[src/rtl/sequential_multiplier.sv]
// Signed shift-add multiplier: multiplies operand magnitudes over WIDTH cycles,
// then applies the result sign in a single fix-up cycle.
module sequential_multiplier #(
  parameter int unsigned WIDTH = 32
) (
  input  logic               CLOCK,
  input  logic               RESET_N,
  input  logic               START,
  input  logic [WIDTH-1:0]   Multiplicand,
  input  logic [WIDTH-1:0]   Multiplier,
  output logic [2*WIDTH-1:0] Product,
  output logic               Finish,
  output logic               Busy
);

  localparam int unsigned CW = $clog2(WIDTH) + 1;

  localparam logic [1:0] IDLE = 2'd0;
  localparam logic [1:0] RUN  = 2'd1;
  localparam logic [1:0] FIX  = 2'd2;
  localparam logic [1:0] DONE = 2'd3;

  logic [1:0]         state_q, state_d;
  logic [WIDTH-1:0]   mcand_q, mcand_d;
  logic [WIDTH-1:0]   mplier_q, mplier_d;
  logic [2*WIDTH-1:0] acc_q, acc_d;
  logic [CW-1:0]      count_q, count_d;
  logic               sign_q, sign_d;
  logic [2*WIDTH-1:0] product_q, product_d;
  logic               finish_q, finish_d;
  logic               busy_q, busy_d;

  logic [WIDTH-1:0]   abs_a, abs_b;
  logic [WIDTH:0]     partial;

  // Operand magnitudes; -2^(WIDTH-1) maps onto 2^(WIDTH-1) as an unsigned value.
  always_comb begin
    abs_a = Multiplicand[WIDTH-1] ? ({WIDTH{1'b0}} - Multiplicand) : Multiplicand;
    abs_b = Multiplier[WIDTH-1]   ? ({WIDTH{1'b0}} - Multiplier)   : Multiplier;
  end

  // Upper-half add with the carry kept as an extra bit for the right shift.
  always_comb begin
    partial = {1'b0, acc_q[2*WIDTH-1:WIDTH]};
    if (mplier_q[0]) begin
      partial = {1'b0, acc_q[2*WIDTH-1:WIDTH]} + {1'b0, mcand_q};
    end
  end

  // Next-state and datapath control.
  always_comb begin
    state_d   = state_q;
    mcand_d   = mcand_q;
    mplier_d  = mplier_q;
    acc_d     = acc_q;
    count_d   = count_q;
    sign_d    = sign_q;
    product_d = product_q;
    finish_d  = finish_q;
    busy_d    = busy_q;
    case (state_q)
      IDLE, DONE: begin
        if (START) begin
          mcand_d  = abs_a;
          mplier_d = abs_b;
          sign_d   = Multiplicand[WIDTH-1] ^ Multiplier[WIDTH-1];
          acc_d    = '0;
          count_d  = '0;
          finish_d = 1'b0;
          busy_d   = 1'b1;
          state_d  = RUN;
        end
      end
      RUN: begin
        acc_d    = {partial, acc_q[WIDTH-1:1]};
        mplier_d = mplier_q >> 1;
        count_d  = count_q + CW'(1);
        if (count_q == CW'(WIDTH - 1)) begin
          state_d = FIX;
        end
      end
      FIX: begin
        // Negating a zero accumulator yields zero, so no negative-zero case exists.
        product_d = sign_q ? ({(2*WIDTH){1'b0}} - acc_q) : acc_q;
        finish_d  = 1'b1;
        busy_d    = 1'b0;
        state_d   = DONE;
      end
      default: state_d = IDLE;
    endcase
  end

  // State registers with asynchronous clear; reset discards any partial result.
  always_ff @(posedge CLOCK or negedge RESET_N) begin
    if (!RESET_N) begin
      state_q   <= IDLE;
      mcand_q   <= '0;
      mplier_q  <= '0;
      acc_q     <= '0;
      count_q   <= '0;
      sign_q    <= 1'b0;
      product_q <= '0;
      finish_q  <= 1'b0;
      busy_q    <= 1'b0;
    end else begin
      state_q   <= state_d;
      mcand_q   <= mcand_d;
      mplier_q  <= mplier_d;
      acc_q     <= acc_d;
      count_q   <= count_d;
      sign_q    <= sign_d;
      product_q <= product_d;
      finish_q  <= finish_d;
      busy_q    <= busy_d;
    end
  end

  assign Product = product_q;
  assign Finish  = finish_q;
  assign Busy    = busy_q;

endmodule
[config.mk]
export PLATFORM = sky130hd
export DESIGN_NAME = sequential_multiplier
export DESIGN_NICKNAME = d
export VERILOG_FILES = /design/src/rtl/sequential_multiplier.sv
export SDC_FILE = /design/constraint.sdc
export NUM_CORES = 1
export LEC_CHECK = 0
export ABC_AREA = 1
export BUFFER_PORTS_ARGS = -buffer_cell sky130_fd_sc_hd__buf_2
export CORE_MARGIN = 3
export CORE_UTILIZATION = 45
export DETAILED_ROUTE_END_ITERATION = 7
export GPL_TIMING_DRIVEN = 0
export PLACE_DENSITY = 0.73
export RECOVER_POWER = 50
export SLEW_MARGIN = 20
export SYNTH_ARGS = -nofsm -noshare
export SYNTH_HDL_FRONTEND = slang
export SYNTH_SLANG_ARGS = --single-unit
[constraint.sdc]
create_clock -name CLOCK -period 1.92 [get_ports CLOCK]
set_clock_uncertainty 0.1 [all_clocks]
set_input_delay 0.192 -clock CLOCK [delete_from_list [all_inputs] [get_ports CLOCK]]
set_output_delay 0.192 -clock CLOCK [all_outputs]
set_load 0.02 [all_outputs]
==> results.md, run 1 <==
- Status: finished, violations left
- Failing checks: hold timing, setup timing
- Sw Pwr: 14,900 µW
- Clock share of power: 0.155
- RSZ-0062 raised after global routing: yes
- Largest area contributor in the netlist: dfrtp_1
- Clock-pin slew on the worst setup and hold paths: 0.07 ns
- Synthesized cell area: 14,400 µm²
- Area growth from synthesis to layout: 42.8%
- Pin count of the biggest net entering global routing: 98
- Inserted Clock Buffers: 23
- N_diodes: 0
- Synthesized net count: 2,299
- Fill cells: 2,538
- First-pass GRT wire length: 79.1 mm
- Die area: 34,100 µm²
- CTS tree: built
- Leak: 0.0106 µW
- Die W: 185 µm
- Worst hold slack: -0.00105 ns
- CP required: 2.24 ns
- Hpwl dp: 37.4 mm
- Fin. Hold Viols: 1
- Vias post-DR: 16,500
- DR iter-0 viols: 1,656
- Seq cells post-synth: 203
- DRC: 0
- Max Cap Viol: 0
- Switching part of the total: 0.492
- PD cells: 1480 nW/µm²
- Worst-Skew Late Latency: 0.53 ns
- Peak supply drop: 0.705 mV
- Minimum clock period: 2.11 ns
- Count leader, synth: nand2_1
- # port buffers: 131
- Logic gate share of total power: 0.617
- Design internal power: 15,400 µW
- Worst path buffer plus inverter count: 1
- Io pins: 133
- Dpl ws: -0.777 ns
- R2r worst-path depth: 10
- Hold Crit Start: Multiplier[8]
- Yosys warns: 0
- Seq/Total Area, Yosys: 0.353
- Worst Max-Slew Pin Slew: 1.32 ns
- CTS H-Tree Depth: 1
- Post-Synthesis Cells: 2,192
- Top cells by count, synth: 718 x nand2_1, 256 x inv_1, 240 x nor2_1
- Slowest cell delay on critical path: 0.40 ns
- Core footprint: 31,100 µm²
- CP Cell Sequence: inv_2 > nand2_1 > nor2_2 > nand2_4 > o21ai_4 > nand2_4 > nor2_8 > nand3_1 > nand3_2 > nand2_1
- Total Wirelength: 54.4 mm
- Routed vias/inst: 5.59
- Top cell type's share of synthesized area: 0.353
- Clk root buf: clkbuf_16
- Worst hold path class: input pin to flop
- Worst hold path cell count: 4
- Worst-case clock buffer depth: 3
- CP Depth: 10
- Layout Nets: 2,648
- FF-to-FF End: Product[46]
- Final setup margin: -0.191 ns
- Worst reg2reg path startpoint: acc_q[9]
- Crit path max-delay family: simple AND/OR/NAND/NOR gates
- CP endpoint kind: flop
- Final number of max-transition violations: 0
- Crit path max-delay cell type: dfrtp_1
- Crit path DAT: 2.43 ns
- Synth top area cells: dfrtp_1 35%, nand2_1 19%, inv_1 6.7%
- Register area: 5130 µm²
- Final Cycle Share: 1.10
- Critical path class: flop to flop
- Fraction of registers with async set/reset: 1.00
- Fmax: 474 MHz
- Register-to-register setup slack: -0.19 ns
- Rel. slew slack: 0.121
- Routed length per instance: 18.4 µm
- Flop pwr share: 0.228
- Post-synthesis cell type count: 49
- Number of synthesized flops with an enable pin: 0
- CP startpoint kind: flop
- GR Overflow Total: 0
- Initial core utilization: 0.463
- Multi-input logic area: 10,200 µm²
- Hold endpoint: mplier_q[8]
- Die extent in y: 185 µm
- Routability Congestion: 0.986
- All-layer global routing usage: 0.289
- Final setup fails: 48
- CP max FO: 6
- Clock sinks: 203
- FP Rows: 64
- Antenna violations before repair: 0
- Drt pass-1 iters: 8
- Final setup TNS: -4.18 ns
- Share of layout cells above drive strength 1: 0.342
- Vias in the first global route: 14,900
- Synth Flop Type: dfrtp_1
- Number of routed nets with antenna violations: 0
- Synth Area per Inst: 6.56 µm²
flip-flops by register name, indices dropped and copies added, names as in the netlist:
name      count
count_q       6
Finish        1
mplier_q     32
sign_q        1
Busy          1
Product      64
state_q       2
acc_q        64
mcand_q      32
cells in the final DEF (no fill, tap or decap), types with 9 or more instances in the layout:
cell,n
dlygate4sd3_1,53
nor3_1,9
nor2_4,55
clkbuf_1,18
nand3_1,104
nand2_2,97
inv_1,217
inv_2,42
a21oi_1,52
nor2_1,155
nand4_1,29
ha_4,33
a31oi_1,9
nor2_2,50
nand2_4,44
xor2_1,51
nand2_1,585
dfrtp_2,38
nand3_4,25
buf_6,24
nand3_2,57
buf_4,121
dfrtp_1,165
clkbuf_16,24
o21ai_1,42
a21oi_2,25
clkbuf_2,21
buf_2,138
o21ai_0,104
o22ai_1,38
metrics by stage:
| stage | power, µW | utilization | hold slack, ns | instances | area [µm²] |
|---|---|---|---|---|---|
| floorplan | 15300 | - | -0.204 | 2192 | 14400 |
| global placement | 19400 | 0.500 | 0.356 | 2719 | 15500 |
| detailed placement | 19700 | 0.502 | -0.0789 | 2721 | 15600 |
| CTS | 26700 | 0.598 | 0.00251 | 2879 | 18600 |
| global route | 32100 | 0.660 | 0.0379 | 2951 | 20500 |
| finish | 30300 | 0.660 | -0.00105 | 2951 | 20500 |
cell families (layout without fill, tap and decap cells):
family | Yosys count | in the layout | share of synthesized area
and+or+nand+nor | 1236 | 1236 | 0.361
DFF | 203 | 203 | 0.353
AOI/OAI and AO/OA | 310 | 310 | 0.118
buffers and inverters | 341 | 704 | 0.0947
adders and majority gates | 40 | 40 | 0.0353
xor gates and xnor gates | 62 | 62 | 0.0378
layout make-up:
type                            instances  area share
Tap cell                              396      0.0241
Clock buffer                           27      0.0298
Sequential cell                       203       0.250
Clock inverter                         12     0.00884
Inverter                              269      0.0506
Multi-Input combinational cell       1648       0.499
Buffer                                 70      0.0223
Timing Repair Buffer                  326       0.116
metal layers:
| layer | share of wire | track usage |
|---|---|---|
| met5 | 0 | 0 |
| met4 | 0.048 | 0.107 |
| met3 | 0.069 | 0.0318 |
| met2 | 0.48 | 0.495 |
| met1 | 0.40 | 0.379 |
worst max path at each step:
stage,start,slack (ns),end
floorplan,acc_q[32],0.01,acc_q[51]
detailed placement,state_q[0],-0.78,mcand_q[19]
CTS,mcand_q[0],-0.11,acc_q[55]
global route,acc_q[0],-0.24,Product[46]
global placement,RESET_N,-2.81,mplier_q[16]
finish,acc_q[9],-0.19,Product[46]
worst min-delay path: stages:
cell	delay [ns]
buf_2	0.11
a21oi_1	0.05
o221ai_1	0.17
nand2_1	0.07
timing repair:
item,CTS,global route
pin swaps,80,181
cloned,0,1
endpoints found under the setup margin,196,145
buffers inserted,67,75
hold buffers,53,0
endpoints found under the hold margin,254,0
gates resized for setup,297,421
power by group through the flow:
| stage | Clock, µW | Sequential (µW) | Combinational (µW) |
|---|---|---|---|
| 2_1_floorplan | 0 | 6810 | 8520 |
| 3_3_place_gp | 0 | 6710 | 12700 |
| 3_5_place_dp | 0 | 6740 | 12900 |
| 4_1_cts | 4710 | 6860 | 15100 |
| 5_1_grt | 4910 | 7020 | 20200 |
| 6_report | 4680 | 6920 | 18700 |
Note: power is estimated with default switching activity, not from simulation.
==> run 2: changes to the inputs <==
- MAX_ROUTING_LAYER: not set -> met4
==> results.md, run 2 (synthesis gave the netlist of run 1 again) <==
- N_diodes: 0 (unchanged)
- Worst-case clock buffer depth: 3 (unchanged)
- DRC: 0 (unchanged)
- GR Overflow Total: 0 (unchanged)
- First-pass GRT wire length: 79.9 mm (was 79.1 mm)
- All-layer global routing usage: 0.301 (was 0.289)
- FP Rows: 64 (unchanged)
- Final Core Density: 0.644 (was 0.660)
- Failing checks: setup timing (was hold timing, setup timing)
- Final setup TNS: -2.30 ns (was -4.18 ns)
- FF-to-FF End: Product[27] (was Product[46])
- Layout Nets: 2,622 (was 2,648)
- Commonest non-fill, non-tap cells in the layout: 634 x nand2_1, 224 x inv_1, 175 x nor2_1 (was 585 x nand2_1, 217 x inv_1, 165 x dfrtp_1)
- Share of layout cells above drive strength 1: 0.283 (was 0.342)
- Core footprint: 31,100 µm² (unchanged)
- # port buffers: 131 (unchanged)
- Inserted Clock Buffers: 24 (was 23)
- Flop pwr share: 0.237 (was 0.228)
- Worst Max-Slew Pin Slew: 0.772 ns (was 1.32 ns)
- Max Cap Viol: 0 (unchanged)
- Die extent in y: 185 µm (unchanged)
- Drt pass-1 iters: 5 (was 8)
- CTS H-Tree Depth: 1 (unchanged)
- Commonest non-fill, non-tap cell in the layout: nand2_1 (unchanged)
- Number of routed nets with antenna violations: 0 (unchanged)
- R2r worst-path depth: 8 (was 10)
- Sw Pwr: 14,300 µW (was 14,900 µW)
- Antenna violations before repair: 0 (unchanged)
- Final setup margin: -0.142 ns (was -0.191 ns)
- CP required: 2.22 ns (was 2.24 ns)
- Status: finished, violations left (unchanged)
- Routed length per instance: 18.1 µm (was 18.4 µm)
- Final setup fails: 44 (was 48)
- Final Cycle Share: 1.07 (was 1.10)
- Worst hold path class: input pin to flop (unchanged)
- Clock sinks: 203 (unchanged)
- Io pins: 133 (unchanged)
- Routability Congestion: 0.999 (was 0.986)
- CTS tree: built (unchanged)
- Routed vias/inst: 5.48 (was 5.59)
- Worst hold path cell count: 4 (unchanged)
- Minimum clock period: 2.06 ns (was 2.11 ns)
- Rel. slew slack: 0.486 (was 0.121)
- Logic gate share of total power: 0.602 (was 0.617)
- Switching part of the total: 0.490 (was 0.492)
- CP max FO: 3 (was 6)
- Register-to-register setup slack: -0.14 ns (was -0.19 ns)
- Pin count of the biggest net entering global routing: 101 (was 98)
- Design internal power: 14,900 µW (was 15,400 µW)
- DR iter-0 viols: 1,272 (was 1,656)
- Final number of max-transition violations: 0 (unchanged)
- Hold Crit Start: Multiplicand[20] (was Multiplier[8])
- Critical path class: flop to flop (unchanged)
- Die W: 185 µm (unchanged)
- Clk root buf: clkbuf_16 (unchanged)
- Leak: 0.0100 µW (was 0.0106 µW)
- Fin. Hold Viols: 0 (was 1)
- Initial core utilization: 0.463 (unchanged)
- PD cells: 1460 nW/µm² (was 1480 nW/µm²)
- Clock share of power: 0.161 (was 0.155)
- Total Wirelength: 53.0 mm (was 54.4 mm)
- Vias in the first global route: 15,100 (was 14,900)
- CP endpoint kind: flop (unchanged)
- Vias post-DR: 16,100 (was 16,500)
- Hold endpoint: mcand_q[20] (was mplier_q[8])
- Fmax: 485 MHz (was 474 MHz)
- RSZ-0062 raised after global routing: yes (unchanged)
- Area growth from synthesis to layout: 39.2% (was 42.8%)
- CP startpoint kind: flop (unchanged)
- Worst-Skew Late Latency: 0.53 ns (about the same)
- Clock-pin slew on the worst setup and hold paths: 0.07 ns (about the same)
- Die area: 34,100 µm² (unchanged)
- Crit path DAT: 2.36 ns (was 2.43 ns)
- Worst reg2reg path startpoint: acc_q[13] (was acc_q[9])
- Hpwl dp: 37.6 mm (was 37.4 mm)
- Peak supply drop: 0.752 mV (was 0.705 mV)
run 2: cell count changes in the layout (fill, tap and decap cells not counted), sizes merged:
| cell | change |
|---|---|
| clkinvlp | -1 |
| dlygate4sd3 | +4 |
| buf | -91 |
| bufinv | -1 |
| clkbuf | +61 |
| clkinv | +5 |
run 2: power groups by stage:
stage | Clock (µW) | Combinational (µW) | Sequential (µW)
floorplan | 0 | 8520 | 6810
finish | 4700 | 17600 | 6920
CTS | 4760 | 15200 | 6870
detailed placement | 0 | 13000 | 6740
global route | 4930 | 19200 | 7030
global placement | 0 | 12800 | 6710
run 2: worst max-delay path, cell delays in order, from the launching register on:
cell	delay (ns)
dfrtp_1	0.44
nor2_4	0.18
nand3_1	0.18
nor2_4	0.19
nand2_4	0.09
nand2_1	0.16
nand2_1	0.21
o21ai_0	0.28
a31oi_1	0.11
run 2: layout make-up:
| type | instances | area [µm²] |
|---|---|---|
| well taps | 396 | 495 |
| inverters | 269 | 1030 |
| multi-input cells | 1648 | 9870 |
| flip-flops and latches | 203 | 5130 |
| plain buffers | 67 | 495 |
| fillers | 2721 | 11100 |
| repair buffers | 302 | 2180 |
| clock inverters | 15 | 176 |
| clock buffers | 28 | 636 |
run 2: worst max-delay path by stage:
stage / slack (ns) / endpoint / depth (start not counted) / start
final: -0.14 / Product[27] / 8 / acc_q[13]
after global routing: -0.23 / Product[49] / 12 / acc_q[34]
after CTS: -0.11 / acc_q[47] / 13 / mcand_q[0]
after detailed placement: -0.82 / mcand_q[19] / 8 / state_q[0]
after global placement: -2.78 / mplier_q[16] / 1 / RESET_N
after floorplan: 0.01 / acc_q[51] / 13 / acc_q[32]
run 2: stage by stage:
step	instance area (µm²)	power [µW]	hold slack [ns]	std cells	setup slack, ns
2_1_floorplan	14400	15300	-0.204	2192	0.0105
3_3_place_gp	15500	19500	0.355	2719	-2.78
3_5_place_dp	15600	19700	-0.0350	2721	-0.816
4_1_cts	18600	26800	0.0125	2877	-0.113
5_1_grt	20000	31100	0.0475	2928	-0.231
6_report	20000	29200	0.0110	2928	-0.142
run 2: routing by layer:
metal | vias up | global-route usage | share of wire | wire, µm
met4 | 0 | 0.139 | 0.058 | 3050
met5 | - | - | 0 | 0
met1 | 7565 | 0.380 | 0.42 | 22100
li1 | 7671 | - | - | -
met3 | 188 | 0.0322 | 0.059 | 3140
met2 | 627 | 0.489 | 0.47 | 24700
run 2: repair_timing:
| action | in CTS | in global routing |
|---|---|---|
| resized for setup | 280 | 321 |
| pin swaps | 64 | 93 |
| cloned | 0 | 4 |
| endpoints found under the setup margin | 196 | 140 |
| hold buffers | 57 | 0 |
| hold endpoints to repair | 257 | 0 |
| buffers inserted | 59 | 50 |
==> run 3: changes to the inputs <==
- ABC_AREA: 1 -> not set
- SKIP_CTS_REPAIR_TIMING: not set -> 1
==> results.md, run 3 <==
- Commonest non-fill, non-tap cells in the layout: 178 x dfrtp_1, 121 x nand2_1, 119 x nor2_1 (was 634 x nand2_1, 224 x inv_1, 175 x nor2_1)
- Worst hold path cell count: 3 (was 4)
- Worst-case clock buffer depth: 3 (unchanged)
- Worst-Skew Late Latency: 0.51 ns (was 0.53 ns)
- # port buffers: 132 (was 131)
- Rel. slew slack: 0.427 (was 0.486)
- Clock-pin slew on the worst setup and hold paths: 0.06 ns (was 0.07 ns)
- Post-synthesis cell type count: 63 (was 49)
- CP endpoint kind: flop (unchanged)
- Peak supply drop: 1.01 mV (was 0.752 mV)
- Area growth from synthesis to layout: 39.3% (was 39.2%)
- Layout Nets: 1,761 (was 2,622)
- Worst setup startpoint: acc_q[11] (was acc_q[13])
- Synthesized cell area: 12,100 µm² (was 14,400 µm²)
- Worst reg2reg path startpoint: acc_q[11] (was acc_q[13])
- Clock sinks: 203 (unchanged)
- Slowest cell delay on critical path: 0.56 ns (was 0.44 ns)
- Io pins: 133 (unchanged)
- CP startpoint kind: flop (unchanged)
- Hpwl dp: 25.2 mm (was 37.6 mm)
- Hold endpoint: mcand_q[13] (was mcand_q[20])
- DR iter-0 viols: 952 (was 1,272)
- CP required: 2.20 ns (was 2.22 ns)
- Fmax: 332 MHz (was 485 MHz)
- Failing checks: hold timing, setup timing (was setup timing)
- Register-to-register setup slack: -1.09 ns (was -0.14 ns)
- Number of routed nets with antenna violations: 0 (unchanged)
- Worst path buffer plus inverter count: 2 (was 0)
- Final setup fails: 253 (was 44)
- Final Cycle Share: 1.57 (was 1.07)
- Leak: 0.00728 µW (was 0.0100 µW)
- Status: finished, violations left (unchanged)
- Number of synthesized flops with an enable pin: 0 (unchanged)
- Die extent in y: 170 µm (was 185 µm)
- DP Area: 13,900 µm² (was 15,600 µm²)
- Critical path class: flop to flop (unchanged)
- Share of layout cells above drive strength 1: 0.309 (was 0.283)
- Crit path max-delay family: simple AND/OR/NAND/NOR gates (unchanged)
- GR Overflow Total: 0 (unchanged)
- Hold Crit Start: Multiplicand[13] (was Multiplicand[20])
- Crit path max-delay cell type: or4_4 (was dfrtp_1)
- Crit path DAT: 3.29 ns (was 2.36 ns)
- Post-Synthesis Cells: 1,371 (was 2,192)
- Synth top area cells: dfrtp_1 42%, xor2_1 8.2%, o21ai_0 6.3% (was dfrtp_1 35%, nand2_1 19%, inv_1 6.7%)
- Clk root buf: clkbuf_16 (unchanged)
- CP dominant cell by count: or4_4
- CP max FO: 5 (was 3)
- Post-route cell area: 16,900 µm² (was 20,000 µm²)
- Die area: 29,000 µm² (was 34,100 µm²)
- Largest area contributor in the netlist: dfrtp_1 (unchanged)
- Die W: 170 µm (was 185 µm)
- Count leader, synth: dfrtp_1 (was nand2_1)
- Routed vias/inst: 5.93 (was 5.48)
- Synthesized net count: 1,478 (was 2,299)
- RSZ-0062 raised after global routing: yes (unchanged)
- CP Cell Sequence: or4_4 > nor4_4 > buf_6 > nand3_4 > or2_4 > or4_4 > buf_4 > nand2_4 > xor2_2 > a21oi_2 (was nor2_4 > nand3_1 > nor2_4 > nand2_4 > nand2_1 > nand2_1 > o21ai_0 > a31oi_1)
- Drt pass-1 iters: 6 (was 5)
- CTS H-Tree Depth: 1 (unchanged)
- Post-route insts no fill: 2,005 (was 2,928)
- Total Wirelength: 39.0 mm (was 53.0 mm)
- All-layer global routing usage: 0.232 (was 0.301)
- Synth Area per Inst: 8.85 µm² (was 6.56 µm²)
- First-pass GRT wire length: 53.6 mm (was 79.9 mm)
- Pin count of the biggest net entering global routing: 89 (was 101)
- Final number of max-transition violations: 0 (unchanged)
- Vias in the first global route: 10,300 (was 15,100)
- Fin. Hold Viols: 12 (was 0)
- Minimum clock period: 3.01 ns (was 2.06 ns)
- Worst hold path class: input pin to flop (unchanged)
- FP Rows: 59 (was 64)
- Worst hold slack: -0.0491 ns (was 0.0110 ns)
- Seq/Total Area, Yosys: 0.419 (was 0.353)
- Antenna violations before repair: 1 (was 0)
- Final Core Density: 0.643 (was 0.644)
- Routability Congestion: 0.920 (was 0.999)
- Core footprint: 26,300 µm² (was 31,100 µm²)
- Synth Flop Type: dfrtp_1 (unchanged)
- Vias post-DR: 11,900 (was 16,100)
- Inserted Clock Buffers: 22 (was 24)
- PD cells: 1850 nW/µm² (was 1460 nW/µm²)
- Final setup margin: -1.09 ns (was -0.142 ns)
- R2r worst-path depth: 10 (was 8)
- Initial core utilization: 0.462 (was 0.463)
- Commonest non-fill, non-tap cell in the layout: dfrtp_1 (was nand2_1)
- Max Cap Viol: 0 (unchanged)
- CTS tree: built (unchanged)
- Top cell type's share of synthesized area: 0.419 (was 0.353)
- FF-to-FF End: Product[45] (was Product[27])
- Placed insts: 1,840 (was 2,721)
- Worst Max-Slew Pin Slew: 0.860 ns (was 0.772 ns)
- Seq cells post-synth: 203 (unchanged)
- Routed length per instance: 19.5 µm (was 18.1 µm)
- Yosys warns: 0 (unchanged)
- Fraction of registers with async set/reset: 1.00 (unchanged)
- Top cells by count, synth: 203 x dfrtp_1, 152 x o21ai_0, 146 x nand2_1 (was 718 x nand2_1, 256 x inv_1, 240 x nor2_1)
- DRC: 0 (unchanged)
==> run 3: changes by cell type after synthesis, sizes merged, moves of 31 or more <==
cell	before	now
nand2	727	146
o31ai	4	35
nor2	261	122
xor2	54	113
nand3	186	20
o22ai	39	2
a22o	1	33
a21oi	83	135
inv	268	23
==> run 3: where the power goes <==
part / switching, µW / internal (µW)
registers: 1760 / 6050
clock network: 1740 / 2310
logic: 11100 / 8320
==> run 3: logic make-up after synthesis <==
group / Yosys count / share of synthesized area
simple gates: 415 / 0.162
flops: 203 / 0.419
xor+xnor: 151 / 0.109
fa+ha+maj: 40 / 0.0419
buf+inv: 101 / 0.0313
compound gates: 447 / 0.225
mux: 14 / 0.0122
==> run 3: cell type report <==
type | instances | area [µm²]
clock buffer | 33 | 643
timing repair buffer | 265 | 1960
antenna | 1 | 2.50
multi-input combinational | 1067 | 8160
clock inverter | 6 | 35.0
fill | 2009 | 9380
sequential | 203 | 5110
inverter | 23 | 88.8
buffer | 72 | 482
tap | 335 | 419
==> run 3: how the worst max path moves through the flow <==
stage | to | slack, ns | depth (start not counted)
final | Product[45] | -1.09 | 10
after global routing | Product[61] | -1.16 | 9
after CTS | Product[61] | -1.39 | 8
after detailed placement | Product[61] | -1.35 | 8
after global placement | acc_q[32] | -3.17 | 1
after floorplan | Product[63] | -0.92 | 7
==> run 3: per-layer routing <==
layer | routed length, µm | GRT usage
met4 | 1180 | 0.0596
met5 | 0 | -
met3 | 2400 | 0.0221
met1 | 16600 | 0.329
met2 | 18800 | 0.362
==> run 3: per-stage QoR <==
| stage | total power, µW | TNS [ns] | worst slack [ns] |
|---|---|---|---|
| floorplan | 17200 | -29.61 | -0.920 |
| global placement | 21000 | -659.50 | -3.17 |
| detailed placement | 21300 | -100.66 | -1.35 |
| CTS | 25500 | -103.79 | -1.39 |
| global route | 33000 | -114.66 | -1.16 |
| finish | 31300 | -74.52 | -1.09 |
==> run 3: worst register-to-register path, cell delays in order, from the launching register on <==
cell and delay, ns:
dfrtp_2 0.43, or4_4 0.56, nor4_4 0.26, buf_6 0.18, nand3_4 0.10, or2_4 0.29
or4_4 0.46, buf_4 0.17, nand2_4 0.06, xor2_2 0.19, a21oi_2 0.07
